### config.mk
export PLATFORM = sky130hd
export DESIGN_NAME = decode_stage
export DESIGN_NICKNAME = d
export VERILOG_FILES = /design/src/rtl/nyakuo_pkg.sv /design/src/rtl/decode_stage_inst_decoder.sv /design/src/rtl/decode_stage.sv
export SDC_FILE = /design/constraint.sdc
export NUM_CORES = 1
export LEC_CHECK = 0
export ABC_AREA = 0
export CAP_MARGIN = 30
export CORE_UTILIZATION = 57
export DETAILED_ROUTE_END_ITERATION = 6
export DONT_BUFFER_PORTS = 1
export GPL_TIMING_DRIVEN = 0
export MAX_ROUTING_LAYER = met4
export PLACE_DENSITY = 0.78
export RECOVER_POWER = 25
export SYNTH_ARGS = -nofsm -noshare
export SYNTH_HDL_FRONTEND = slang
export SYNTH_SLANG_ARGS = --single-unit
### constraint.sdc
create_clock -name clk_i -period 3.03 [get_ports clk_i]
set_clock_uncertainty 0.15 [all_clocks]
set_input_delay 0.909 -clock clk_i [delete_from_list [all_inputs] [get_ports clk_i]]
set_output_delay 0.909 -clock clk_i [all_outputs]
set_load 0.02 [all_outputs]
### src/rtl/nyakuo_pkg.sv
// Shared types for the decode stage: decoded op enum, opcode/funct7 constants,
// the decoded bundle carried through the skid registers, and the skid FSM states.
package nyakuo_pkg;

   typedef enum logic [3:0] {
      NOP, SLL, SRL, SRA, XOR, OR, AND,
      SLLI, SRLI, SRAI, XORI, ORI, ANDI
   } instruction;

   localparam logic [6:0] OPC_OP     = 7'b0110011;
   localparam logic [6:0] OPC_OP_IMM = 7'b0010011;
   localparam logic [6:0] F7_BASE    = 7'b0000000;
   localparam logic [6:0] F7_ALT     = 7'b0100000;

   typedef struct packed {
      instruction  inst;
      logic [31:0] a;
      logic [31:0] b;
      logic [4:0]  rd;
      logic        illegal;
   } decoded_t;

   localparam decoded_t DECODED_RESET = '{inst: NOP, a: 32'h0, b: 32'h0, rd: 5'h0, illegal: 1'b0};

   typedef enum logic [1:0] {EMPTY, ONE, TWO} skid_state_t;

endpackage

### src/rtl/decode_stage_inst_decoder.sv
// Combinational RV32I shift/logic decoder: raw word plus register data in,
// decoded_t bundle and register read addresses out.
module inst_decoder
   import nyakuo_pkg::*;
(
   input  logic [31:0] word,
   input  logic [31:0] rs1_data,
   input  logic [31:0] rs2_data,
   output logic [4:0]  rs1_addr,
   output logic [4:0]  rs2_addr,
   output decoded_t    dec
);

   logic [6:0] opcode;
   logic [2:0] funct3;
   logic [6:0] funct7;
   logic [11:0] imm;
   instruction inst;
   logic is_imm_shift;

   assign opcode   = word[6:0];
   assign funct3   = word[14:12];
   assign funct7   = word[31:25];
   assign imm      = word[31:20];
   assign rs1_addr = word[19:15];
   assign rs2_addr = word[24:20];

   always_comb begin
      inst = NOP;
      case (opcode)
         OPC_OP: begin
            case (funct3)
               3'b001: if (funct7 == F7_BASE) inst = SLL;
               3'b100: if (funct7 == F7_BASE) inst = XOR;
               3'b110: if (funct7 == F7_BASE) inst = OR;
               3'b111: if (funct7 == F7_BASE) inst = AND;
               3'b101: begin
                  if (funct7 == F7_BASE)     inst = SRL;
                  else if (funct7 == F7_ALT) inst = SRA;
               end
               default: inst = NOP;
            endcase
         end
         OPC_OP_IMM: begin
            // imm[11:5] occupies the funct7 field for the immediate shifts
            case (funct3)
               3'b100: inst = XORI;
               3'b110: inst = ORI;
               3'b111: inst = ANDI;
               3'b001: if (funct7 == F7_BASE) inst = SLLI;
               3'b101: begin
                  if (funct7 == F7_BASE)     inst = SRLI;
                  else if (funct7 == F7_ALT) inst = SRAI;
               end
               default: inst = NOP;
            endcase
         end
         default: inst = NOP;
      endcase
   end

   assign is_imm_shift = (inst == SLLI) || (inst == SRLI) || (inst == SRAI);

   always_comb begin
      dec    = DECODED_RESET;
      dec.rd = word[11:7];
      if (inst == NOP) begin
         dec.illegal = 1'b1;
      end else begin
         dec.inst = inst;
         dec.a    = rs1_data;
         if (opcode == OPC_OP)  dec.b = rs2_data;
         else if (is_imm_shift) dec.b = {27'b0, imm[4:0]};
         else                   dec.b = {{20{imm[11]}}, imm};
      end
   end

endmodule

### src/rtl/decode_stage.sv
// Decode stage between fetch and ALU: valid/ready pipeline register with an
// optional 2-entry skid so that in_ready_o comes straight from a flop.
//
// state | meaning
// EMPTY | nothing held, out_valid_o=0
// ONE   | output register holds an op
// TWO   | output register and skid register both hold ops, in_ready_o=0
module decode_stage
   import nyakuo_pkg::*;
#(
   parameter int XLEN    = 32,
   parameter bit SKID_EN = 1'b1
) (
   input  logic            clk_i,
   input  logic            rst_ni,
   input  logic            flush_i,
   input  logic            in_valid_i,
   output logic            in_ready_o,
   input  logic [31:0]     in_inst_i,
   output logic [4:0]      rs1_addr_o,
   output logic [4:0]      rs2_addr_o,
   input  logic [XLEN-1:0] rs1_data_i,
   input  logic [XLEN-1:0] rs2_data_i,
   output logic            out_valid_o,
   input  logic            out_ready_i,
   output instruction      out_inst_o,
   output logic [XLEN-1:0] out_operand_a_o,
   output logic [XLEN-1:0] out_operand_b_o,
   output logic [4:0]      out_rd_o,
   output logic            out_illegal_o
);

   skid_state_t state, state_next;
   logic ready_q;
   logic in_fire, out_fire;
   logic load_out_dec, load_out_skid, load_skid;
   decoded_t dec, out_q, skid_q;

   inst_decoder u_inst_decoder (
      .word     (in_inst_i),
      .rs1_data (rs1_data_i),
      .rs2_data (rs2_data_i),
      .rs1_addr (rs1_addr_o),
      .rs2_addr (rs2_addr_o),
      .dec      (dec)
   );

   assign out_valid_o = (state != EMPTY);
   assign in_ready_o  = SKID_EN ? ready_q : ((state == EMPTY) || out_ready_i);
   assign in_fire     = in_valid_i & in_ready_o;
   assign out_fire    = out_valid_o & out_ready_i;

   always_ff @(posedge clk_i) begin
      if (!rst_ni) begin
         state   <= EMPTY;
         ready_q <= 1'b1;
      end else begin
         state   <= state_next;
         ready_q <= (state_next != TWO);
      end
   end

   always_comb begin
      state_next    = state;
      load_out_dec  = 1'b0;
      load_out_skid = 1'b0;
      load_skid     = 1'b0;
      if (flush_i) begin
         state_next = EMPTY;
      end else begin
         case (state)
            EMPTY: begin
               if (in_fire) begin
                  state_next   = ONE;
                  load_out_dec = 1'b1;
               end
            end
            ONE: begin
               if (in_fire && !out_fire) begin
                  state_next = TWO;
                  load_skid  = 1'b1;
               end else if (out_fire && !in_fire) begin
                  state_next = EMPTY;
               end else if (in_fire && out_fire) begin
                  load_out_dec = 1'b1;
               end
            end
            TWO: begin
               if (out_fire) begin
                  state_next    = ONE;
                  load_out_skid = 1'b1;
               end
            end
            default: state_next = EMPTY;
         endcase
      end
   end

   always_ff @(posedge clk_i) begin
      if (!rst_ni) begin
         out_q  <= DECODED_RESET;
         skid_q <= DECODED_RESET;
      end else begin
         if (load_out_dec)       out_q <= dec;
         else if (load_out_skid) out_q <= skid_q;
         if (load_skid)          skid_q <= dec;
      end
   end

   assign out_inst_o      = out_q.inst;
   assign out_operand_a_o = out_q.a;
   assign out_operand_b_o = out_q.b;
   assign out_rd_o        = out_q.rd;
   assign out_illegal_o   = out_q.illegal;

endmodule

Yosys cells after proc, flatten, opt, wreduce, memory -nomap -nowiden. Cells that the tools add are included.

Flip-flop bits (word level): 151. Input bits: 101.

Equal/unequal tests: 14. Multiplexer cells: 36. Bitwise logic cells: 2. Reductions and logical operators: 12.

Operators with widths (number): 74-bit two-way mux (2); 68-bit two-way mux (1); 32-bit two-way mux (2); 4-bit case mux with 5 select lines (2); 7-bit by 6-bit equality test with 1-bit output, second input constant (2); 1-bit two-way mux (13); 3-bit equality test, second input constant (4); 2-bit two-way mux (6); 3-bit two-way mux (4); 4-bit two-way mux (3); 4-bit equality test, second input constant (2); 4-bit case mux with 2 select lines (1); 7-bit by 5-bit equality test with 1-bit output, second input constant (1); 7-bit zero test (1); 2-bit case mux with 3 select lines (1); 4-bit by 3-bit equality test with 1-bit output, second input constant (1); 4-bit zero test (1); 2-bit nonzero test (2); 3-bit by 1-bit equality test with 1-bit output, second input constant (1); 1-bit logical AND (3); 1-bit bitwise AND (2); 2-bit by 1-bit equality test with 1-bit output, second input constant (1); 2-bit equality test, second input constant (1); 1-bit zero test (2); other kinds (4) (5).

Depth between registers and ports, before layout.
Depth in word-level cells: 12. Mapped depth: 8.

Hierarchy. A second synthesis with hierarchy kept.

Cell total of the unflattened synthesis: 916. Area total of the unflattened synthesis: 7395.8 µm².

By module, submodules not included: decode_stage (times used 1, cells each 750, area each 5987.0 µm², sequential area each 3022.9 µm²); inst_decoder (times used 1, cells each 166, area each 1408.9 µm², sequential area each 0.0 µm²).

Worst setup path before layout. No wires, ideal clock.

Kind: input-to-reg. From: in in_inst_i[31]. To: reg skid_q[19] (netlist name). Library setup time: 0.088 ns. Arrival: 2.844 ns. Setup slack: -0.051 ns. Stages on the path: 7. Buffers on the path: 2. Cell sequence: or4_4 -> or4_4 -> a2111oi_4 -> a311oi_2 -> buf_6 -> buf_6 -> o31ai_1.

Cells in the longest elaborated chain, start to end: 11. Elaborated cells between the ends (all ways): 23. Those cells by class: eq/ne (4); mux (15); reduce/logical (4).

RTL lines: from (decl) (line decode_stage.sv:19) `input logic [31:0] in_inst_i,`; 7-bit by 6-bit equality test with 1-bit output (line decode_stage_inst_decoder.sv:39, decode_stage_inst_decoder.sv:53); 4-bit two-way mux or 2-bit two-way mux (tied branches) (line decode_stage_inst_decoder.sv:53, decode_stage_inst_decoder.sv:39); 4-bit two-way mux, on equally long branches (line decode_stage_inst_decoder.sv:52, decode_stage_inst_decoder.sv:38); 4-bit case mux with 5 select lines, on equally long branches (line decode_stage_inst_decoder.sv:46, decode_stage_inst_decoder.sv:32); 4-bit case mux with 2 select lines (line decode_stage_inst_decoder.sv:30) `case (opcode)`; 4-bit by 3-bit equality test with 1-bit output or 4-bit equality test (tied branches) (line decode_stage_inst_decoder.sv:62) `assign is_imm_shift = (inst == SLLI) || (inst == SRLI) || (inst == SRAI);`; 1-bit logical OR (2 in a row) (line decode_stage_inst_decoder.sv:62); 32-bit two-way mux (line decode_stage_inst_decoder.sv:73) `else if (is_imm_shift) dec.b = {27'b0, imm[4:0]};`; 32-bit two-way mux (line decode_stage_inst_decoder.sv:72) `if (opcode == OPC_OP) dec.b = rs2_data;`; 68-bit two-way mux * (line decode_stage_inst_decoder.sv:67) `if (inst == NOP) begin`; to (signal assigned) (line decode_stage.sv:102) `skid_q <= DECODED_RESET;`; to (signal assigned) (line decode_stage.sv:106) `if (load_skid) skid_q <= dec;`; to (decl) (line decode_stage.sv:37) `decoded_t dec, out_q, skid_q;`.

Every way passes the cells marked *; elsewhere a longest branch is shown, timed or not. A chain may end at the register's enable or synchronous reset.

Worst setup path in the final report.
From: in in_inst_i[31]. To: reg out_q (netlist bit out_operand_a_o[27]).

Cells in the longest elaborated chain, start to end: 8. Elaborated cells between the ends (all ways): 17. Those cells by class: eq/ne (1); mux (14); reduce/logical (2).

RTL lines: 7-bit by 6-bit equality test with 1-bit output (line decode_stage_inst_decoder.sv:39, decode_stage_inst_decoder.sv:53); 4-bit two-way mux or 2-bit two-way mux (tied branches) (line decode_stage_inst_decoder.sv:53, decode_stage_inst_decoder.sv:39); 4-bit two-way mux, on equally long branches (line decode_stage_inst_decoder.sv:52, decode_stage_inst_decoder.sv:38); 4-bit case mux with 5 select lines, on equally long branches (line decode_stage_inst_decoder.sv:46, decode_stage_inst_decoder.sv:32); 4-bit case mux with 2 select lines * (line decode_stage_inst_decoder.sv:30); 4-bit zero test * (line decode_stage_inst_decoder.sv:67); 68-bit two-way mux * (line decode_stage_inst_decoder.sv:67); 74-bit two-way mux * (line decode_stage.sv:104) `if (load_out_dec) out_q <= dec;`; to (signal assigned) (line decode_stage.sv:105) `else if (load_out_skid) out_q <= skid_q;`; to (decl) (line decode_stage.sv:37).

Marks and branches as above.

==> flow_metrics.py <==
metrics = {
    "setup_path": {
        "critPathKind": "in2reg",
        "cp_max_fo": 10,
        "critPathRequiredTime_ns": 3.24,
        "startpoint_type": "input port",
        "cp_cell_sequence": "or4_4 -> or4_4 -> a2111oi_4 -> a311oi_4 -> buf_6 -> clkbuf_1 -> o2bb2ai_1",
        "worstPathArrival_ns": 3.13,
        "crit_path_frequent_cell": "or4_4",
        "r2r_end": "skid_q[70]",
        "endpoint": "out_operand_a_o[27]",
        "worst-path-stages": 7,
        "worst_path_max_delay_cell": "or4_4",
        "startpoint": "in_inst_i[31]",
        "path_buf_inv": 2,
        "ff2ff_setup_slack_ns": 0.36,
        "r2r_cells": 6,
        "critical_path.max_stage_delay_ns": 0.56,
        "endpoint_kind": "flip-flop",
        "path_delay_family": "simple AND/OR/NAND/NOR gates",
        "rr_startpoint": "in_ready_o",
    },
    "placed_design": {
        "pre_cts_ws_ns": -0.373,
        "placement.cell_area_mm2": 0.00713,
        "io_buffers": 0,
        "gp_congestion": 0.855,
        "dp.cells": 1054,
        "hpwlAfterDp_um": 13800,
    },
    "worst_hold_path": {
        "hp-class": "reg2reg",
    },
    "detailed_routing": {
        "first_iter_violations": 568,
        "vias": 6618,
        "vias_per_cell": 6.09,
        "first_pass_iters": 5,
        "drc": 0,
        "finalWirelength_um": 19900,
        "ant_nets": 0,
        "wl_per_cell_um": 18.3,
    },
    "timing": {
        "fin_ws_ns": 0.107,
        "whs_ns": 0.300,
        "rsz0062_at_grt": "no",
        "slew_viol_final": 0,
        "max_slew_margin_pct": 36.5,
        "fmax_mhz": 342,
        "min_period_ns": 2.92,
        "finalCritPeriodShare_pct": 96.5,
        "setup_viol": 0,
        "worst-slew-pin-transition_ns": 0.946,
        "hold_violations": 0,
    },
    "layout": {
        "area_growth_pct": 11.9,
        "n_fill_cell": 1047,
        "nets": 1031,
        "drive_above_1_share_pct": 6.79,
        "n_antenna_cell": 0,
        "stdcell_count": 1086,
        "design_area_mm2": 0.00777,
    },
    "clock_network": {
        "clock_latency_ns": 0.43,
        "cts-root-buf": "clkbuf_16",
        "clk_pin_slew_worst_paths_ns": 0.06,
        "cts.sinks": 151,
        "cts_hold_buf": 0,
        "cts_buffer_depth": 2,
        "cts_setup_buffers": 0,
        "cts_tree": "done",
        "cts_resized": 0,
        "cts_buffers": 17,
        "htree_levels": 4,
    },
    "floorplanning": {
        "core_mm2": 0.0117,
        "start_util_pct": 59.6,
        "chipWidth_um": 112,
        "fp.dieArea_mm2": 0.0126,
        "die_y_um": 112,
        "ios": 187,
        "num_rows": 39,
    },
    "power_and_ir_drop": {
        "leakagePower_uw": 0.00261,
        "power_density_mw_per_mm2": 575,
        "ir_drop_uv": 364,
        "p_total_uw": 4470,
    },
    "synth": {
        "synth_top_area_share_pct": 43.5,
        "syn_area_mm2": 0.00695,
        "ys_warn_count": 0,
        "synthCells": 911,
        "syn_nets": 1012,
        "synth.area.top_cells": "dfxtp_1 43%, nand2_1 15%, o21ai_0 8.6%",
        "synth.largest_area_cell": "dfxtp_1",
        "yosys_most_used_dff": "dfxtp_1",
        "avgSynthCellArea_um2": 7.63,
        "yosysUniqueCellTypes": 45,
        "ys_ff_latch": 151,
        "synth_edf_count": 0,
        "async_flop_share_pct": 0,
        "ys_seq_area_share_pct": 43.5,
    },
    "global_route": {
        "grt_first_pass_wirelength_um": 31000,
        "track_usage_pct": 32.5,
        "overflow": 0,
        "grt_max_degree": 17,
        "antenna_found_initial": 0,
        "grt_pass1_vias": 5995,
    },
    "job": {
        "maxCapViolations": 0,
    },
    "run_status": {
        "status": "completed",
    },
}
[where the power goes]
| part | total, uW | switching [uW] | internal (uW) |
|---|---|---|---|
| registers | 2020 | 19.6 | 2000 |
| clock network | 2220 | 812 | 1400 |
| logic | 241 | 170 | 71.0 |
| total | 4470 | 1000 | 3470 |
[Yosys cell counts, types with 5 or more instances]
library cell    n
clkbuf_1       70
nor2_1          8
o211a_1         6
o21ai_0       120
dfxtp_1       151
mux2_2         10
o31ai_1        40
a21boi_0        7
buf_4          10
nand2b_1        5
a21o_1         22
buf_1           9
a21oi_1        11
o2bb2ai_1      32
nand2_1       284
nand3_1        77
[cells in the final DEF, fill, tap and decap left out, drive strengths merged, types with 7 or more instances in the layout]
cell,n
a21boi,7
a21o,22
a21oi,11
buf,23
clkbuf,95
dfxtp,151
mux2,10
nand2,284
nand3,77
nor2,8
o21ai,120
o2bb2ai,32
o31ai,40
[registers in the layout, summed over array words and instances (netlist names)]
register         count
out_operand_b_o     32
skid_q              74
out_operand_a_o     32
out_inst_o           4
out_rd_o             5
out_illegal_o        1
state                2
in_ready_o           1
[routing by layer]
metal,GRT usage [%],wire [um],vias up
met2,48.0,8980,295
met4,11.2,393,0
met5,-,0,-
met3,9.23,1810,41
li1,-,-,3177
met1,42.7,8670,3105
[kinds of logic after synthesis]
kind of cell | count (synthesis) | synth area share (%)
xor+xnor | 2 | 0.252
mux | 11 | 1.76
buf+inv | 96 | 6.16
fa+ha+maj | 1 | 0.144
compound gates | 253 | 24.0
simple gates | 397 | 24.2
flops | 151 | 43.5
[stage by stage]
step,utilization [%],TNS (ns)
floorplan,-,-0.130
global placement,61.1,-29.52
detailed placement,61.1,-29.37
CTS,66.4,0
global route,66.7,0
finish,66.7,0
[final cells by class]
| cell class | count | area (um^2) | area share (%) |
|---|---|---|---|
| multi-input cells | 664 | 3520 | 45.3 |
| clock inverters | 7 | 114 | 1.46 |
| clock buffers | 25 | 505 | 6.50 |
| inverters | 3 | 11.3 | 0.145 |
| well taps | 143 | 179 | 2.30 |
| plain buffers | 93 | 419 | 5.39 |
| flip-flops and latches | 151 | 3020 | 38.9 |
[worst reg2reg max path: stages, from the launching register on]
cell      delay [ns]
dfxtp_1         0.45
nor4bb_2        0.49
and2_1          0.19
clkbuf_1        0.23
clkbuf_1        0.40
nand2_1         0.36
o31ai_1         0.32
[worst min-delay path by stage]
stage,cells after the start,endpoint,start
after floorplan,2,skid_q[72],skid_q[72]
after global placement,2,skid_q[57],skid_q[57]
after detailed placement,2,skid_q[32],skid_q[32]
after CTS,2,skid_q[32],skid_q[32]
after global routing,2,skid_q[25],skid_q[25]
final,2,skid_q[32],skid_q[32]
No activity file was read; power rests on OpenSTA's default activity.
